===== config.mk =====
export PLATFORM = sky130hd
export DESIGN_NAME = add_operand_loader
export DESIGN_NICKNAME = d
export VERILOG_FILES = /design/src/rtl/add_loader_pkg.sv /design/src/rtl/loader_chunk_reg.sv /design/src/rtl/add_operand_loader.sv
export SDC_FILE = /design/constraint.sdc
export NUM_CORES = 1
export LEC_CHECK = 0
export CAP_MARGIN = 10
export CORE_ASPECT_RATIO = 0.5
export CORE_UTILIZATION = 35
export DETAILED_ROUTE_END_ITERATION = 10
export GPL_ROUTABILITY_DRIVEN = 0
export PLACE_DENSITY = 0.6
export SLEW_MARGIN = 20
export SYNTH_ARGS = -nofsm -noshare
export SYNTH_HDL_FRONTEND = slang
export SYNTH_SLANG_ARGS = --single-unit

===== constraint.sdc =====
create_clock -name clk -period 16.8 [get_ports clk]
set_clock_uncertainty 0.2 [all_clocks]
set_input_delay 5.04 -clock clk [delete_from_list [all_inputs] [get_ports clk]]
set_output_delay 5.04 -clock clk [all_outputs]
set_load 0.01 [all_outputs]

===== src/rtl/add_loader_pkg.sv =====
// Shared types and defaults for the 100-bit adder operand loader.
package add_loader_pkg;

    typedef enum logic [1:0] {
        LOAD_A  = 2'd0,
        LOAD_B  = 2'd1,
        PRESENT = 2'd2
    } loader_state_t;

    localparam int ADD_WIDTH = 100;
    localparam int ADD_CHUNK = 20;

endpackage


===== src/rtl/loader_chunk_reg.sv =====
// WIDTH-bit operand register written one CHUNK-wide slice at a time; async clear.
module loader_chunk_reg #(
    parameter int WIDTH  = 100,
    parameter int CHUNK  = 20,
    parameter int NCHUNK = WIDTH / CHUNK,
    parameter int IW     = (NCHUNK > 1) ? $clog2(NCHUNK) : 1
) (
    input  logic             clk,
    input  logic             rst,
    input  logic             we,
    input  logic [IW-1:0]    idx,
    input  logic [CHUNK-1:0] d,
    output logic [WIDTH-1:0] q
);

    logic [NCHUNK-1:0][CHUNK-1:0] q_q;

    // Only the addressed slice moves, so untouched slices stay glitch-free.
    always_ff @(posedge clk or posedge rst) begin
        if (rst)
            q_q <= '0;
        else if (we)
            q_q[idx] <= d;
    end

    assign q = q_q;

endmodule


===== src/rtl/add_operand_loader.sv =====
// Assembles A/B operands from LSB-first chunks and holds them for the adder.
// Optional `abort` input enabled by defining ADD_LOADER_ABORT_EN.
module add_operand_loader
    import add_loader_pkg::*;
#(
    parameter int WIDTH = ADD_WIDTH,
    parameter int CHUNK = ADD_CHUNK
) (
    input  logic             clk,
    input  logic             rst,
    input  logic             in_valid,
    output logic             in_ready,
    input  logic [CHUNK-1:0] in_data,
    input  logic             in_cin,
`ifdef ADD_LOADER_ABORT_EN
    input  logic             abort,
`endif
    output logic             out_valid,
    input  logic             out_ready,
    output logic [WIDTH-1:0] a,
    output logic [WIDTH-1:0] b,
    output logic             cin
);

    localparam int NCHUNK = WIDTH / CHUNK;
    localparam int CW     = (NCHUNK > 1) ? $clog2(NCHUNK) : 1;
    localparam logic [CW-1:0] LAST = CW'(NCHUNK - 1);

    loader_state_t state_q, state_d;
    logic [CW-1:0] cnt_q, cnt_d;
    logic          cin_q, cin_d;
    logic          accept, abort_w, we_a, we_b;

`ifdef ADD_LOADER_ABORT_EN
    assign abort_w = abort;
`else
    assign abort_w = 1'b0;
`endif

    assign accept = in_valid & in_ready;

    always_ff @(posedge clk or posedge rst) begin
        if (rst) begin
            state_q <= LOAD_A;
            cnt_q   <= '0;
            cin_q   <= 1'b0;
        end else begin
            state_q <= state_d;
            cnt_q   <= cnt_d;
            cin_q   <= cin_d;
        end
    end

    // Abort wins over a same-cycle beat; it never touches PRESENT.
    always_comb begin
        state_d = state_q;
        cnt_d   = cnt_q;
        cin_d   = cin_q;
        case (state_q)
            LOAD_A: begin
                if (abort_w) begin
                    cnt_d = '0;
                end else if (accept) begin
                    if (cnt_q == '0) cin_d = in_cin;
                    if (cnt_q == LAST) begin
                        cnt_d   = '0;
                        state_d = LOAD_B;
                    end else begin
                        cnt_d = cnt_q + CW'(1);
                    end
                end
            end
            LOAD_B: begin
                if (abort_w) begin
                    cnt_d   = '0;
                    state_d = LOAD_A;
                end else if (accept) begin
                    if (cnt_q == LAST) begin
                        cnt_d   = '0;
                        state_d = PRESENT;
                    end else begin
                        cnt_d = cnt_q + CW'(1);
                    end
                end
            end
            PRESENT: begin
                if (out_ready) state_d = LOAD_A;
            end
            default: begin
                state_d = LOAD_A;
                cnt_d   = '0;
            end
        endcase
    end

    always_comb begin
        in_ready  = (state_q != PRESENT);
        out_valid = (state_q == PRESENT);
        we_a      = accept & ~abort_w & (state_q == LOAD_A);
        we_b      = accept & ~abort_w & (state_q == LOAD_B);
    end

    loader_chunk_reg #(.WIDTH(WIDTH), .CHUNK(CHUNK), .NCHUNK(NCHUNK), .IW(CW)) u_reg_a (
        .clk (clk),
        .rst (rst),
        .we  (we_a),
        .idx (cnt_q),
        .d   (in_data),
        .q   (a)
    );

    loader_chunk_reg #(.WIDTH(WIDTH), .CHUNK(CHUNK), .NCHUNK(NCHUNK), .IW(CW)) u_reg_b (
        .clk (clk),
        .rst (rst),
        .we  (we_b),
        .idx (cnt_q),
        .d   (in_data),
        .q   (b)
    );

    assign cin = cin_q;

endmodule


* After elaboration in Yosys (flattened, before gate mapping) *
Index checks and enable logic that the tools add are counted.

storage, ports and cells
  output and inout bits = 203
  bits in registers = 206

cells by class
  order comparisons = 2
  eq/ne operators = 10
  mux-type cells = 13
  add/subtract/negate cells = 1
  bitwise gates (word level) = 4
  reductions and logical operators = 7

operators by type and width
  cell                                                                   number
  100-bit bitwise mux                                                    2
  20-bit demux with 3-bit select                                         1
  20-bit two-way mux                                                     1
  2-bit two-way mux                                                      5
  2-bit != test, second input constant                                   5
  3-bit two-way mux                                                      2
  2-bit case mux with 3 select lines                                     1
  3-bit case mux with 2 select lines                                     1
  5-bit AND reduction                                                    1
  3-bit by 4-bit < comparator with 1-bit output, second input constant   1
  2-bit by 1-bit != test with 1-bit output, second input constant        2
  3-bit by 1-bit adder with 3-bit output, second input constant          1
  1-bit AND                                                              3
  3-bit equality test, second input constant                             1
  3-bit by 1-bit >= comparator with 1-bit output, second input constant  1
  3-bit zero test                                                        1
  3-bit AND reduction                                                    1
  2-bit by 1-bit equality test with 1-bit output, second input constant  1
  2-bit equality test, second input constant                             1
  2-bit zero test                                                        1
  2-bit AND reduction                                                    1
  2-bit OR reduction                                                     1
  1-bit logical AND                                                      1
  1-bit inverter                                                         1

* Depth between registers and ports, before layout *
  depth in word-level cells = 5
  gate-level depth with buffers = 5
  gate-level depth less buffers = 5

* Cells and area by module *
A second synthesis with hierarchy kept.

unflattened totals
  cells, all modules = 465
  area total of the unflattened synthesis = 7867.5 um2

by module, submodules not included
  module              times used  cells an instance  area an instance (um2)
  loader_chunk_reg    2           216                3763.6
  add_operand_loader  1           33                 340.3

* Least setup slack after synthesis *
OpenSTA, ideal clock, no wires.

  path type = input port to flip-flop
  from = input port in_valid
  to = register u_reg_a.q_q, in the netlist u_reg_a.q[60]
  required time = 16475 ps
  buffers on the path = 1
  setup slack = 10428 ps
  data arrival time = 6047 ps
  stages = 4
  path through = nor4b_4 > and3_4 > buf_12 > mux2_4

between the ends
  word-level cells in the longest chain between the ends = 2

RTL lines
  item                             RTL line                  source
  from (decl)                      add_operand_loader.sv:11  input logic in_valid,
  1-bit AND                        add_operand_loader.sv:40  assign accept = in_valid & in_ready;
  1-bit AND                        add_operand_loader.sv:99  we_a = accept & ~abort_w & (state_q == LOAD_A);
  to (signal assigned)             loader_chunk_reg.sv:21    q_q <= '0;
  to (signal, indexed assignment)  loader_chunk_reg.sv:23    q_q[idx] <= d;
  to (decl)                        loader_chunk_reg.sv:16    logic [NCHUNK-1:0][CHUNK-1:0] q_q;

No other way between the ends.
A chain may end at the register's enable or synchronous reset.

* Worst setup path in the final report *
  from = register state_q[1]
  to = output port in_ready

between the ends
  word-level cells in the longest chain between the ends = 1

RTL lines
  item                    RTL line                  source
  from (decl)             add_operand_loader.sv:29  loader_state_t state_q, state_d;
  from (signal assigned)  add_operand_loader.sv:48  state_q <= state_d;
  2-bit != test           add_operand_loader.sv:97  in_ready = (state_q != PRESENT);
  to (decl)               add_operand_loader.sv:12  output logic in_ready,

No other way between the ends.

==> flow_summary.html <==
<table>
<tr><th>Metric</th><th>Value</th></tr>
<tr><th colspan="2">Timing</th></tr>
<tr><td>Transition at the pin with the smallest max-transition slack</td><td>0.9722 ns</td></tr>
<tr><td>Number of hold-slack violations in the final timing report</td><td>0</td></tr>
<tr><td>Maximum clock frequency</td><td>approximately 140 MHz</td></tr>
<tr><td>Unrepaired setup endpoints after global routing</td><td>no</td></tr>
<tr><td>Share of the cycle needed by the critical path after routing</td><td>between 40% and 50%</td></tr>
<tr><td>Slew Limit Fails</td><td>0</td></tr>
<tr><td>Fin crit period</td><td>about 7 ns</td></tr>
<tr><td>Slew margin rel.</td><td>35.18%</td></tr>
<tr><td>Count of endpoints failing setup in the final report</td><td>0</td></tr>
<tr><td>TNS Setup</td><td>0 ns</td></tr>
<tr><th colspan="2">Placed design</th></tr>
<tr><td>Number of input and output port buffers inserted</td><td>~230</td></tr>
<tr><td>Placed wire-length estimate</td><td>14.11 mm</td></tr>
<tr><td>Placed Cells</td><td>approximately 990</td></tr>
<tr><th colspan="2">Finish</th></tr>
<tr><td>Fraction of the core area covered by cells at the end of the flow</td><td>49.43%</td></tr>
<tr><td>Post-layout nets</td><td>728</td></tr>
<tr><td>Area taken by multi-input logic gates</td><td>2898 sq um</td></tr>
<tr><td>Ant diodes</td><td>0</td></tr>
<tr><td>Fill count</td><td>2027</td></tr>
<tr><td>Final std cells w/o fill</td><td>slightly above 1000</td></tr>
<tr><td>Share of post-route cells with drive strength above 1</td><td>24.16%</td></tr>
<tr><td>Sequential cell area</td><td>5155 sq um</td></tr>
<tr><td>Area growth from synthesis to layout</td><td>36.70%</td></tr>
<tr><th colspan="2">Flow run</th></tr>
<tr><td>Max_cap viols</td><td>0</td></tr>
<tr><th colspan="2">Synthesis</th></tr>
<tr><td>Adder-cell share of the synthesized area</td><td>0.2999%</td></tr>
<tr><td>Number of distinct library cells after synthesis</td><td>29</td></tr>
<tr><td>Number of synthesized register bits</td><td>206</td></tr>
<tr><td>Sequential fraction of the synthesis area</td><td>61.77%</td></tr>
<tr><td>Share of synthesized cell area in and, or, nand and nor gates</td><td>under 10%</td></tr>
<tr><td>Synth Area in XOR/XNOR</td><td>less than 1%</td></tr>
<tr><td>Area of the mapped netlist</td><td>8346 sq um</td></tr>
<tr><td>Dominant synthesized flop cell</td><td>sky130_fd_sc_hd__dfrtp_1</td></tr>
<tr><td>Largest family of logic cells by synthesized area</td><td>multiplexers</td></tr>
<tr><td>Mean instance size in the synthesized netlist</td><td>about 17 sq um</td></tr>
<tr><td>Compound-gate portion of the synthesized area</td><td>less than 1%</td></tr>
<tr><td>Count of synthesis-stage warnings from yosys</td><td>0</td></tr>
<tr><td>Fraction of synthesis flops using an asynchronous set or reset pin</td><td>100.0%</td></tr>
<tr><td>Number of enable flip-flop cells after synthesis</td><td>0</td></tr>
<tr><td>Synthesized instance count</td><td>489</td></tr>
<tr><td>Multiplexer share of the synthesized area</td><td>31.74%</td></tr>
<tr><td>Mapped Nets</td><td>516</td></tr>
<tr><th colspan="2">Worst hold path</th></tr>
<tr><td>Hold/Removal Path Class</td><td>flip-flop to flip-flop</td></tr>
<tr><th colspan="2">Outcome</th></tr>
<tr><td>Run status</td><td>finished, violations left</td></tr>
<tr><td>Failing checks</td><td>DRC</td></tr>
<tr><th colspan="2">Route</th></tr>
<tr><td>Post-route ant nets</td><td>0</td></tr>
<tr><td>Number of detailed-route iterations in the first pass</td><td>7</td></tr>
<tr><td>Total via count after detailed routing</td><td>4724</td></tr>
<tr><td>Total DRC errors in the routed layout</td><td>7</td></tr>
<tr><td>Via density</td><td>4.636</td></tr>
<tr><td>WL/cell</td><td>20.99 microns</td></tr>
<tr><td>Wirelength, routed</td><td>21.39 mm</td></tr>
<tr><td>Initial detailed-routing violation count</td><td>228</td></tr>
<tr><th colspan="2">GRT</th></tr>
<tr><td>Via count of the first global-routing pass</td><td>5114</td></tr>
<tr><td>Global routing usage summed across all routing layers</td><td>17.90%</td></tr>
<tr><td>Maximum number of pins on one net before global-route repair</td><td>145</td></tr>
<tr><td>Number of antenna violations at the first check in global routing</td><td>0</td></tr>
<tr><td>First-pass GRT wire length</td><td>32.95 mm</td></tr>
<tr><td>GR Overflow Total</td><td>0</td></tr>
<tr><th colspan="2">Clock tree</th></tr>
<tr><td>Number of CTS-inserted buffers</td><td>20</td></tr>
<tr><td>Library cell used as clock root buffer</td><td>sky130_fd_sc_hd__clkbuf_16</td></tr>
<tr><td>Number of resized instances in the post-cts repair step</td><td>0</td></tr>
<tr><td>Clock-pin slew of the registers on the worst-case setup and hold paths</td><td>about 0.06 ns</td></tr>
<tr><td>Count of H-tree levels built during CTS</td><td>1</td></tr>
<tr><td>Worst-case clock buffer depth</td><td>3</td></tr>
<tr><td>Clock latency reported for the late side of the worst-skew pair</td><td>0.49 ns</td></tr>
<tr><td>Hold buffers post-CTS</td><td>0</td></tr>
<tr><td>Clock tree from TritonCTS</td><td>built</td></tr>
<tr><td>Post-CTS setup-driven buffer insertion count</td><td>0</td></tr>
<tr><td>CTS sink cnt</td><td>206</td></tr>
<tr><th colspan="2">Power</th></tr>
<tr><td>IR drop worst, VDD</td><td>0.07376 mV</td></tr>
<tr><td>Power density relative to cell area</td><td>207.2 nW/um^2</td></tr>
<tr><td>Static power due to leakage</td><td>5.148 nW</td></tr>
<tr><th colspan="2">Die</th></tr>
<tr><td>Starting Density</td><td>36.16%</td></tr>
<tr><td>Total Die Area</td><td>24500 sq um</td></tr>
<tr><td>Horizontal die dimension</td><td>220.4 microns</td></tr>
<tr><td>Total core area</td><td>between 20000 and 25000 sq um</td></tr>
<tr><td>Number of primary I/O pins</td><td>228</td></tr>
<tr><td>Row cnt</td><td>39</td></tr>
<tr><td>Die Ht</td><td>111.2 microns</td></tr>
<tr><th colspan="2">Setup path</th></tr>
<tr><td>Arrival time worst endpoint</td><td>1.81 ns</td></tr>
<tr><td>WP data required</td><td>11.56 ns</td></tr>
<tr><td>Kind of critical path</td><td>flip-flop to output pin</td></tr>
<tr><td>Kind of end point of the critical path</td><td>output pin</td></tr>
<tr><td>CP Max Fanout</td><td>8</td></tr>
<tr><td>Kind of launch point of the worst setup path</td><td>flip-flop</td></tr>
</table>
## layout by cell type, fill, tap and decap left out
| cell type | Yosys | layout |
|---|---|---|
| sky130_fd_sc_hd__and4bb_1 | 1 | 1 |
| sky130_fd_sc_hd__mux2_4 | 100 | 100 |
| sky130_fd_sc_hd__bufinv_16 | 0 | 1 |
| sky130_fd_sc_hd__o22ai_1 | 1 | 1 |
| sky130_fd_sc_hd__mux2i_1 | 1 | 1 |
| sky130_fd_sc_hd__xor2_1 | 1 | 1 |
| sky130_fd_sc_hd__clkbuf_8 | 0 | 4 |
| sky130_fd_sc_hd__ha_1 | 2 | 2 |
| sky130_fd_sc_hd__a32o_1 | 1 | 1 |
| sky130_fd_sc_hd__a21oi_1 | 1 | 1 |
| sky130_fd_sc_hd__nand2_1 | 8 | 8 |
| sky130_fd_sc_hd__buf_4 | 3 | 5 |
| sky130_fd_sc_hd__nand3b_1 | 1 | 1 |
| sky130_fd_sc_hd__o21ai_0 | 1 | 1 |
| sky130_fd_sc_hd__and3_4 | 2 | 2 |
| sky130_fd_sc_hd__dfrtp_1 | 206 | 206 |
| sky130_fd_sc_hd__clkbuf_16 | 0 | 21 |
| sky130_fd_sc_hd__inv_8 | 0 | 1 |
| sky130_fd_sc_hd__clkinv_2 | 0 | 2 |
| sky130_fd_sc_hd__nor2b_1 | 5 | 5 |
| sky130_fd_sc_hd__mux2_2 | 31 | 31 |
| sky130_fd_sc_hd__nor2_1 | 2 | 2 |
| sky130_fd_sc_hd__nor4b_4 | 1 | 1 |
| sky130_fd_sc_hd__mux2_1 | 70 | 70 |
| sky130_fd_sc_hd__nand2b_1 | 1 | 1 |
| sky130_fd_sc_hd__inv_1 | 4 | 3 |
| sky130_fd_sc_hd__clkdlybuf4s50_1 | 0 | 227 |
| sky130_fd_sc_hd__nand2_2 | 3 | 3 |
| sky130_fd_sc_hd__clkbuf_1 | 0 | 5 |
| sky130_fd_sc_hd__a221oi_1 | 1 | 1 |
| sky130_fd_sc_hd__and4_2 | 0 | 1 |
| sky130_fd_sc_hd__nand3_1 | 2 | 2 |
## power breakdown
part | switching, mW | total [mW] | internal [mW] | leakage, nW
combinational | 0.380 | 1.04 | 0.663 | 2.30
sequential | 0.139 | 0.875 | 0.736 | 2.53
clock | 0.185 | 0.446 | 0.261 | 0.315
## metrics by stage
step	power, mW	hold slack [ns]	setup WS (ns)	instance area [sq um]
after CTS	2.398	0.2942	9.565	11410
final	2.364	0.2893	9.747	11410
after floorplan	1.350	0.3254	5.936	8346
after global placement	1.920	0.2726	9.174	10770
after detailed placement	1.937	0.2800	9.052	10770
after global routing	2.489	0.3029	9.662	11410
## area by class of cell
cell class,count,share of cell area (%)
multi-input combinational,237,25.40
inverter,4,0.1974
sequential,206,45.19
tap,307,3.367
clock buffer,30,5.253
clock inverter,3,0.3510
timing repair buffer,232,20.25
## path summary, 6_finish.rpt
kind                       depth (start not counted)  slack (ns)       endpoint         start
max in group asynchronous                          3        9.98  u_reg_b.q[65]           rst
setup / recovery                                   3        9.75       in_ready    state_q[1]
setup reg to reg                                   3       14.33   u_reg_a.q[6]    state_q[1]
hold / removal                                     1        0.29   u_reg_b.q[9]  u_reg_b.q[9]
hold reg to reg                                    1        0.29   u_reg_b.q[9]  u_reg_b.q[9]
min in group asynchronous                          2        4.98  u_reg_a.q[49]           rst
## synth_stat cells, drive strengths merged, types with 2 or more instances
master	instances	area (sq um)
dfrtp	206	5155
mux2	201	2639
buf	42	279.0
nand2	11	48.80
nor2b	5	31.28
inv	4	15.01
and3	2	22.52
ha	2	25.02
nand3	2	10.01
nor2	2	7.510
## logic make-up (layout without fill, tap and decap cells)
logic type	count (synthesis)	in the layout
muxes	202	202
buffers and inverters	46	269
and+or+nand+nor	27	27
DFF	206	206
adders and majority gates	2	2
xor gates and xnor gates	1	1
AOI/OAI and AO/OA	5	5
## routing by layer
| metal | up-vias | wire length [microns] | global-route usage, % |
|---|---|---|---|
| met3 | 32 | 912 | 3.759 |
| met5 | - | 0 | 0 |
| met2 | 90 | 9893 | 27.92 |
| met1 | 2489 | 10090 | 25.22 |
| met4 | 0 | 500 | 4.598 |
| li1 | 2113 | - | - |
## worst max-delay path: stages, from the launching register on
cell and delay [ns]:
sky130_fd_sc_hd__dfrtp_1 0.49, sky130_fd_sc_hd__nor2b_1 0.19, sky130_fd_sc_hd__inv_1 0.09, sky130_fd_sc_hd__clkdlybuf4s50_1 0.55
## registers in the layout, indices dropped and copies added (netlist names)
name and cells:
u_reg_a.q 100, u_reg_b.q 100, state_q 2, cin 1, cnt_q 3
Power figures use the tool's default switching activity.
